`src/rtl/alu_branch_resolver_if.sv`:
```
// Signal bundle between the ALU_16 flag producer, the branch requester and the
// fetch stage on one side, and alu_branch_resolver on the other.
interface alu_branch_resolver_if #(
    parameter int DATA_W   = 16,
    parameter int OFFSET_W = 8,
    parameter int CNT_W    = 16
);
    logic                flag_we;
    logic                alu_z;
    logic                alu_v;
    logic                alu_n;
    logic                flag_busy;
    logic                br_valid;
    logic                br_ready;
    logic [3:0]          br_cond;
    logic [DATA_W-1:0]   br_pc;
    logic [OFFSET_W-1:0] br_offset;
    logic                res_valid;
    logic                res_ready;
    logic                res_taken;
    logic [DATA_W-1:0]   res_pc;
    logic                res_illegal;
    logic                cc_z;
    logic                cc_v;
    logic                cc_n;
    logic [CNT_W-1:0]    taken_cnt;

    modport master (
        output flag_we, alu_z, alu_v, alu_n, flag_busy,
        output br_valid, br_cond, br_pc, br_offset, res_ready,
        input  br_ready, res_valid, res_taken, res_pc, res_illegal,
        input  cc_z, cc_v, cc_n, taken_cnt
    );

    modport slave (
        input  flag_we, alu_z, alu_v, alu_n, flag_busy,
        input  br_valid, br_cond, br_pc, br_offset, res_ready,
        output br_ready, res_valid, res_taken, res_pc, res_illegal,
        output cc_z, cc_v, cc_n, taken_cnt
    );
endinterface

```
`src/rtl/alu_branch_resolver.sv`:
```
// Latches ALU_16 z/v/n flags and resolves conditional branches against them,
// returning taken/not-taken and the next PC over a valid/ready handshake.
module alu_branch_resolver #(
    parameter int DATA_W   = 16,
    parameter int OFFSET_W = 8,
    parameter int CNT_W    = 16
) (
    input  logic                 clk,
    input  logic                 rst_n,
    alu_branch_resolver_if.slave bus
);

    typedef enum logic [1:0] {S_IDLE, S_WAIT, S_RESP} state_e;

    typedef enum logic [3:0] {
        CC_AL = 4'd0, CC_EQ = 4'd1, CC_NE = 4'd2, CC_LT = 4'd3,
        CC_GE = 4'd4, CC_GT = 4'd5, CC_LE = 4'd6, CC_VS = 4'd7,
        CC_VC = 4'd8, CC_MI = 4'd9, CC_PL = 4'd10
    } cond_e;

    state_e              state_q, state_d;
    logic                cc_z_q, cc_v_q, cc_n_q;
    logic                res_taken_q, res_taken_d;
    logic                res_illegal_q, res_illegal_d;
    logic [DATA_W-1:0]   res_pc_q, res_pc_d;
    logic [CNT_W-1:0]    taken_cnt_q, taken_cnt_d;
    logic [3:0]          cond_q;
    logic [DATA_W-1:0]   pc_q;
    logic [OFFSET_W-1:0] offset_q;

    logic                eval_en;
    logic [3:0]          sel_cond;
    logic [DATA_W-1:0]   sel_pc;
    logic [OFFSET_W-1:0] sel_offset;
    logic                eff_z, eff_v, eff_n, eff_lt;
    logic                eval_taken, eval_illegal;
    logic [DATA_W-1:0]   offset_ext;
    logic [DATA_W-1:0]   eval_pc;

    // NOTE: every always_comb output gets a default first so no path can infer a latch.
    always_comb begin
        state_d = state_q;
        eval_en = 1'b0;
        case (state_q)
            S_IDLE: begin
                if (bus.br_valid) begin
                    if (bus.flag_busy && !bus.flag_we) begin
                        state_d = S_WAIT;
                    end else begin
                        state_d = S_RESP;
                        eval_en = 1'b1;
                    end
                end
            end
            S_WAIT: begin
                if (bus.flag_we) begin
                    state_d = S_RESP;
                    eval_en = 1'b1;
                end
            end
            S_RESP: begin
                if (bus.res_ready) state_d = S_IDLE;
            end
            default: state_d = S_IDLE;
        endcase
    end

    // IDLE evaluates the request on the bus; WAIT evaluates the captured copy.
    always_comb begin
        sel_cond   = (state_q == S_IDLE) ? bus.br_cond   : cond_q;
        sel_pc     = (state_q == S_IDLE) ? bus.br_pc     : pc_q;
        sel_offset = (state_q == S_IDLE) ? bus.br_offset : offset_q;
        eff_z      = bus.flag_we ? bus.alu_z : cc_z_q;
        eff_v      = bus.flag_we ? bus.alu_v : cc_v_q;
        eff_n      = bus.flag_we ? bus.alu_n : cc_n_q;
        eff_lt     = eff_n ^ eff_v;
    end

    always_comb begin
        eval_taken   = 1'b0;
        eval_illegal = 1'b0;
        case (sel_cond)
            CC_AL:   eval_taken = 1'b1;
            CC_EQ:   eval_taken = eff_z;
            CC_NE:   eval_taken = !eff_z;
            CC_LT:   eval_taken = eff_lt;
            CC_GE:   eval_taken = !eff_lt;
            CC_GT:   eval_taken = !eff_z && !eff_lt;
            CC_LE:   eval_taken = eff_z || eff_lt;
            CC_VS:   eval_taken = eff_v;
            CC_VC:   eval_taken = !eff_v;
            CC_MI:   eval_taken = eff_n;
            CC_PL:   eval_taken = !eff_n;
            default: eval_illegal = 1'b1;
        endcase
    end

    always_comb begin
        offset_ext = {{(DATA_W-OFFSET_W){sel_offset[OFFSET_W-1]}}, sel_offset};
        eval_pc    = eval_taken ? (sel_pc + DATA_W'(1) + offset_ext)
                                : (sel_pc + DATA_W'(1));
    end

    // The resolution is frozen once in RESP; later flag writes only touch cc_*.
    always_comb begin
        res_taken_d   = res_taken_q;
        res_illegal_d = res_illegal_q;
        res_pc_d      = res_pc_q;
        taken_cnt_d   = taken_cnt_q;
        if (eval_en) begin
            res_taken_d   = eval_taken;
            res_illegal_d = eval_illegal;
            res_pc_d      = eval_pc;
            if (eval_taken && (taken_cnt_q != {CNT_W{1'b1}})) begin
                taken_cnt_d = taken_cnt_q + CNT_W'(1);
            end
        end
    end

    // NOTE: sequential state uses non-blocking assignments so all registers update together.
    always_ff @(posedge clk or negedge rst_n) begin
        if (!rst_n) begin
            state_q       <= S_IDLE;
            cc_z_q        <= 1'b1;
            cc_v_q        <= 1'b0;
            cc_n_q        <= 1'b0;
            res_taken_q   <= 1'b0;
            res_illegal_q <= 1'b0;
            res_pc_q      <= '0;
            taken_cnt_q   <= '0;
        end else begin
            state_q       <= state_d;
            res_taken_q   <= res_taken_d;
            res_illegal_q <= res_illegal_d;
            res_pc_q      <= res_pc_d;
            taken_cnt_q   <= taken_cnt_d;
            if (bus.flag_we) begin
                cc_z_q <= bus.alu_z;
                cc_v_q <= bus.alu_v;
                cc_n_q <= bus.alu_n;
            end
        end
    end

    // NOTE: request capture registers are left unreset; WAIT only reads them after IDLE wrote them.
    always_ff @(posedge clk) begin
        if (state_q == S_IDLE && bus.br_valid) begin
            cond_q   <= bus.br_cond;
            pc_q     <= bus.br_pc;
            offset_q <= bus.br_offset;
        end
    end

    assign bus.br_ready    = (state_q == S_IDLE);
    assign bus.res_valid   = (state_q == S_RESP);
    assign bus.res_taken   = res_taken_q;
    assign bus.res_pc      = res_pc_q;
    assign bus.res_illegal = res_illegal_q;
    assign bus.cc_z        = cc_z_q;
    assign bus.cc_v        = cc_v_q;
    assign bus.cc_n        = cc_n_q;
    assign bus.taken_cnt   = taken_cnt_q;

endmodule

```
`src/flat_wrapper.sv`:
```
// flat-port wrapper written by rule: the top's interface ports become plain ports
module alu_branch_resolver_flat 
#(
    parameter int DATA_W   = 16,
    parameter int OFFSET_W = 8,
    parameter int CNT_W    = 16
)
  (clk, rst_n, bus_flag_we, bus_alu_z, bus_alu_v, bus_alu_n, bus_flag_busy, bus_br_valid, bus_br_cond, bus_br_pc, bus_br_offset, bus_res_ready, bus_br_ready, bus_res_valid, bus_res_taken, bus_res_pc, bus_res_illegal, bus_cc_z, bus_cc_v, bus_cc_n, bus_taken_cnt);
  alu_branch_resolver_if #(.DATA_W(DATA_W), .OFFSET_W(OFFSET_W), .CNT_W(CNT_W)) bus_i ();
  input  logic clk;
  input  logic rst_n;
  input wire logic [$bits(bus_i.flag_we)-1:0] bus_flag_we;
  input wire logic [$bits(bus_i.alu_z)-1:0] bus_alu_z;
  input wire logic [$bits(bus_i.alu_v)-1:0] bus_alu_v;
  input wire logic [$bits(bus_i.alu_n)-1:0] bus_alu_n;
  input wire logic [$bits(bus_i.flag_busy)-1:0] bus_flag_busy;
  input wire logic [$bits(bus_i.br_valid)-1:0] bus_br_valid;
  input wire logic [$bits(bus_i.br_cond)-1:0] bus_br_cond;
  input wire logic [$bits(bus_i.br_pc)-1:0] bus_br_pc;
  input wire logic [$bits(bus_i.br_offset)-1:0] bus_br_offset;
  input wire logic [$bits(bus_i.res_ready)-1:0] bus_res_ready;
  output wire logic [$bits(bus_i.br_ready)-1:0] bus_br_ready;
  output wire logic [$bits(bus_i.res_valid)-1:0] bus_res_valid;
  output wire logic [$bits(bus_i.res_taken)-1:0] bus_res_taken;
  output wire logic [$bits(bus_i.res_pc)-1:0] bus_res_pc;
  output wire logic [$bits(bus_i.res_illegal)-1:0] bus_res_illegal;
  output wire logic [$bits(bus_i.cc_z)-1:0] bus_cc_z;
  output wire logic [$bits(bus_i.cc_v)-1:0] bus_cc_v;
  output wire logic [$bits(bus_i.cc_n)-1:0] bus_cc_n;
  output wire logic [$bits(bus_i.taken_cnt)-1:0] bus_taken_cnt;
  assign bus_i.flag_we = bus_flag_we;
  assign bus_i.alu_z = bus_alu_z;
  assign bus_i.alu_v = bus_alu_v;
  assign bus_i.alu_n = bus_alu_n;
  assign bus_i.flag_busy = bus_flag_busy;
  assign bus_i.br_valid = bus_br_valid;
  assign bus_i.br_cond = bus_br_cond;
  assign bus_i.br_pc = bus_br_pc;
  assign bus_i.br_offset = bus_br_offset;
  assign bus_i.res_ready = bus_res_ready;
  assign bus_br_ready = bus_i.br_ready;
  assign bus_res_valid = bus_i.res_valid;
  assign bus_res_taken = bus_i.res_taken;
  assign bus_res_pc = bus_i.res_pc;
  assign bus_res_illegal = bus_i.res_illegal;
  assign bus_cc_z = bus_i.cc_z;
  assign bus_cc_v = bus_i.cc_v;
  assign bus_cc_n = bus_i.cc_n;
  assign bus_taken_cnt = bus_i.taken_cnt;
  alu_branch_resolver #(.DATA_W(DATA_W), .OFFSET_W(OFFSET_W), .CNT_W(CNT_W)) u_core (.clk(clk), .rst_n(rst_n), .bus(bus_i));
endmodule
```
`config.mk`:
```
export PLATFORM = sky130hd
export DESIGN_NAME = alu_branch_resolver_flat
export DESIGN_NICKNAME = d
export VERILOG_FILES = /design/src/rtl/alu_branch_resolver_if.sv /design/src/rtl/alu_branch_resolver.sv /design/src/flat_wrapper.sv
export SDC_FILE = /design/constraint.sdc
export NUM_CORES = 1
export LEC_CHECK = 0
export CAP_MARGIN = 25
export CORE_AREA = 8 8 85 124
export CTS_BUF_LIST = sky130_fd_sc_hd__clkbuf_4
export CTS_CLUSTER_SIZE = 24
export DETAILED_ROUTE_END_ITERATION = 10
export DIE_AREA = 0 0 93 132
export GPL_ROUTABILITY_DRIVEN = 0
export PLACE_DENSITY = 0.75
export SLEW_MARGIN = 5
export SYNTH_ARGS = -nofsm -noshare
export SYNTH_HDL_FRONTEND = slang
export SYNTH_SLANG_ARGS = --single-unit
```
`constraint.sdc`:
```
create_clock -name clk -period 6.75 [get_ports clk]
set_input_delay 2.025 -clock clk [delete_from_list [all_inputs] [get_ports clk]]
set_output_delay 2.025 -clock clk [all_outputs]
set_load 0.01 [all_outputs]
```
==> impl_metrics.env <==
export IMPL_hold_path_startpoint="u_core.bus.res_pc[11]"
export IMPL_drive_above_1_share_pct=7.677
export IMPL_ys_async_rst_share_pct=58.21
export IMPL_floorplan_die_area_mm2=0.01228
export IMPL_rows=42
export IMPL_critical_path_max_fanout=5
export IMPL_grt_overflow_total=0
export IMPL_finClkSkew_ns=0.01271
export IMPL_ctsLongestPathBuffers=2
export IMPL_largest_net_degree_at_the_start_of_global_routing=40
export IMPL_final_cell_count_no_fill=618
export IMPL_post_synth_instance_area_mm2=0.004223
export IMPL_hp_class="flop to flop"
export IMPL_detail_routed_net_length_per_standard_cell_um=15.93
export IMPL_post_cts_buffers=0
export IMPL_ys_seq_area_share_pct=43.05
export IMPL_core_mm2=0.008723
export IMPL_critical_path_max_stage_delay_ns=0.68
export IMPL_clock_tree_root_cell="sky130_fd_sc_hd__clkbuf_4"
export IMPL_clock_power_share_pct=15.6
export IMPL_post_synth_num_cell_types=57
export IMPL_setup_worst_path_class="primary input to flop"
export IMPL_cts_hold_buffers=0
export IMPL_grt_use_total_pct=16.42
export IMPL_combinationalPowerShare_pct=49.1
export IMPL_final_hold_viol_count=0
export IMPL_fin_crit_ns=5.628
export IMPL_final_min_period_over_clock_period_pct=83.38
export IMPL_grt_antenna_before_repair=0
export IMPL_cp_top_family="compound AO/OA/AOI/OAI gates"
export IMPL_cts_inserted_buffers=9
export IMPL_yosysTopAreaCell="sky130_fd_sc_hd__dfrtp_1"
export IMPL_synth_most_common_cell="sky130_fd_sc_hd__nand2_1"
export IMPL_clkLatencyLatePin_ns=0.43
export IMPL_die_width_um=93
export IMPL_dieHeight_um=132
export IMPL_worst_path_most_repeated_cell="sky130_fd_sc_hd__a21oi_1"
export IMPL_remaining_max_slew_budget_at_the_tightest_pin_pct=40.35
export IMPL_synthesis_instances=427
export IMPL_route_antenna_remaining_nets=0
export IMPL_critical_path_arrival_ns=5.96
export IMPL_tightestPinTransition_ns=0.8948
export IMPL_finalMaxSlewViolations=0
export IMPL_power_ir_vdd_worst_mv=0.1407
export IMPL_portion_of_synthesized_cell_area_occupied_by_the_leading_cell_type_pct=22.52
export IMPL_grt_setup_unrepaired="false"
export IMPL_finalSetupViolCount=0
export IMPL_worstPathRequired_ns=7.08
export IMPL_nets=558
export IMPL_crit_path_cell_trace="clkdlybuf4s50_1, or4bb_1, a222oi_1, nand2_1, xor2_1, ha_1, a21oi_1, o211ai_1, a31oi_1, o41ai_1, xnor2_1, a21oi_1, o31ai_1"
export IMPL_boundaryPins=76
export IMPL_startpoint="bus_br_pc[4]"
export IMPL_p_seq_share_pct=35.3
export IMPL_antennaDiodeCount=0
export IMPL_cts_sinks=67
export IMPL_maximum_clock_rate_mhz=177.7
export IMPL_via_count=3430
export IMPL_postSynthNetCount=482
export IMPL_power_total_mw=1.650
export IMPL_post_cts_resized_instances=0
export IMPL_drv_max_cap_violation_count=0
export IMPL_port_buffers=75
export IMPL_grt_first_pass_wirelength_mm=16.37
export IMPL_vias_per_cell=5.550
export IMPL_synth_edff_count=28
export IMPL_total_leakage_power_nw=2.132
export IMPL_powerDensity_mw_per_mm2=317.0
export IMPL_ys_ff_latch=67
export IMPL_tritoncts_clock_tree="done"
export IMPL_cts_clk_slew_worst_paths_ns=0.10
export IMPL_via_count_of_the_first_global_routing_pass=3476
export IMPL_detailed_placer_s_ending_hpwl_mm=7.558
export IMPL_wl_mm=9.842
export IMPL_synth_area_per_cell_um2=9.889
export IMPL_drtPass1Iterations=4
export IMPL_cp_start_kind="primary input"
export IMPL_worstSetupEndpointType="flop"
export IMPL_yosysWarnings=0
export IMPL_remaining_drc_errors=0
export IMPL_power_share_switching_pct=38.45
export IMPL_synth_common_cells="sky130_fd_sc_hd__nand2_1 (60), sky130_fd_sc_hd__dfrtp_1 (38), sky130_fd_sc_hd__xnor2_1 (31)"
export IMPL_floorplan_initialDensity_pct=48.41
export IMPL_total_switching_power_mw=0.6346
export IMPL_dp_cells=602
export IMPL_r2r_start="u_core.state_q[0]"
export IMPL_cp_buffers_inverters=1
export IMPL_clock_tree_htree_level_count=3
export IMPL_area_growth_syn_to_fin_pct=23.29
export IMPL_dominantRegCellSynth="sky130_fd_sc_hd__dfrtp_1"
export IMPL_outcome="finished clean"
export IMPL_timing_critical_path_slowest_stage_cell="sky130_fd_sc_hd__a222oi_1"
export IMPL_setup_tns_ns=0
export IMPL_internal_power_mw=1.016
export IMPL_ys_top_cells_by_area="sky130_fd_sc_hd__dfrtp_1 (23%), sky130_fd_sc_hd__edfxtp_1 (20%), sky130_fd_sc_hd__xnor2_1 (6.4%)"
export IMPL_drt_iter0_markers=181
==> worst reg2reg max path: cells and delay by family (launching register included) <==
family / cells / cell delay [ns]
AND/OR/NAND/NOR: 3 / 0.60
adder cells (fa/ha/maj): 2 / 0.56
AO/OA/AOI/OAI: 7 / 1.58
flip-flops: 1 / 0.70
buffers and inverters: 1 / 0.07
multiplexers: 1 / 0.30
XOR/XNOR: 2 / 0.53
==> path summary, 6_finish.rpt <==
kind | slack, ns | endpoint | cells past startpoint
worst max-delay path | 1.12 | u_core.bus.res_pc[15] | 13
worst min register to register | 0.49 | u_core.bus.res_pc[11] | 2
worst min-delay path | 0.49 | u_core.bus.res_pc[11] | 2
max in group asynchronous | 4.48 | u_core.bus.res_pc[3] | 1
worst max register to register | 2.33 | u_core.bus.res_pc[15] | 16
min in group asynchronous | 1.72 | u_core.bus.res_illegal | 1
==> layout make-up <==
| type | count | area [µm²] |
|---|---|---|
| Multi-Input combinational cell | 324 | 2257 |
| Tap cell | 110 | 137.6 |
| Sequential cell | 67 | 1818 |
| Timing Repair Buffer | 80 | 783.3 |
| Fill cell | 773 | 3517 |
| Clock inverter | 6 | 56.30 |
| Inverter | 21 | 78.83 |
| Clock buffer | 10 | 75.07 |
==> per-layer routing <==
metal / vias up / track usage, % / part of all wire (%)
met5: - / 0 / 0
met4: 0 / 6.031 / 1.5
met3: 13 / 5.188 / 6.5
met2: 89 / 28.17 / 50
met1: 1624 / 18.31 / 42
li1: 1704 / - / -
==> power by group through the flow <==
stage	sequential, mW	clock (mW)	combinational [mW]
2_1_floorplan	0.606	0	0.495
3_3_place_gp	0.590	0	0.787
3_5_place_dp	0.592	0	0.810
4_1_cts	0.584	0.265	0.814
5_1_grt	0.595	0.279	0.890
6_report	0.583	0.257	0.811
==> cells by family (layout without fill, tap and decap cells) <==
kind of cell,Yosys count,after routing,share of synthesized area (%)
compound gates,89,89,14.01
buf+inv,36,117,3.496
simple gates,141,141,16.33
xor+xnor,44,44,9.778
mux,32,32,7.822
flops,67,67,43.05
fa+ha+maj,18,18,5.511
==> registers in the layout (all words and copies together) (netlist names) <==
| name | cells |
|---|---|
| u_core.bus.cc_n | 1 |
| u_core.state_q | 2 |
| u_core.bus.taken_cnt | 16 |
| u_core.bus.cc_v | 1 |
| u_core.bus.cc_z | 1 |
| u_core.cond_q | 4 |
| u_core.bus.res_pc | 16 |
| u_core.bus.res_illegal | 1 |
| u_core.offset_q | 8 |
| u_core.bus.res_taken | 1 |
| u_core.pc_q | 16 |
==> per-stage QoR <==
step	util, %	worst slack [ns]	hold slack [ns]	cell area [µm²]
final	59.68	1.122	0.4890	5206
after global routing	59.68	0.8828	0.5231	5206
after CTS	59.68	1.258	0.4948	5206
after detailed placement	58.18	0.7978	0.4726	5075
after global placement	58.18	0.8970	0.4631	5075
after floorplan	-	1.779	0.5070	4223
==> placed cells by master (no fill, tap or decap), types with 2 or more instances in the layout <==
cell and n:
sky130_fd_sc_hd__clkdlybuf4s50_1 74, sky130_fd_sc_hd__nand2_1 60, sky130_fd_sc_hd__dfrtp_1 38, sky130_fd_sc_hd__xnor2_1 31, sky130_fd_sc_hd__edfxtp_1 28, sky130_fd_sc_hd__mux2i_1 24, sky130_fd_sc_hd__inv_1 20, sky130_fd_sc_hd__nor2_1 20
sky130_fd_sc_hd__o21ai_0 17, sky130_fd_sc_hd__ha_1 17, sky130_fd_sc_hd__nand3_1 16, sky130_fd_sc_hd__a21oi_1 16, sky130_fd_sc_hd__a31oi_1 12, sky130_fd_sc_hd__xor2_1 11, sky130_fd_sc_hd__o211ai_1 10, sky130_fd_sc_hd__clkbuf_4 10
sky130_fd_sc_hd__mux2_2 8, sky130_fd_sc_hd__and3_1 7, sky130_fd_sc_hd__nand4_1 7, sky130_fd_sc_hd__nor3_1 7, sky130_fd_sc_hd__or3_1 5, sky130_fd_sc_hd__buf_4 5, sky130_fd_sc_hd__o21ai_1 4, sky130_fd_sc_hd__a21o_1 4
sky130_fd_sc_hd__a211oi_1 4, sky130_fd_sc_hd__o21a_1 4, sky130_fd_sc_hd__nor2b_1 3, sky130_fd_sc_hd__o31ai_1 3, sky130_fd_sc_hd__clkinv_2 3, sky130_fd_sc_hd__nor4bb_1 2, sky130_fd_sc_hd__or2_2 2, sky130_fd_sc_hd__and4_1 2
sky130_fd_sc_hd__nor3_2 2, sky130_fd_sc_hd__xnor3_1 2, sky130_fd_sc_hd__o211ai_2 2, sky130_fd_sc_hd__o21bai_1 2, sky130_fd_sc_hd__o41ai_1 2, sky130_fd_sc_hd__nand2b_1 2
Note: power is estimated with default switching activity, not from simulation.
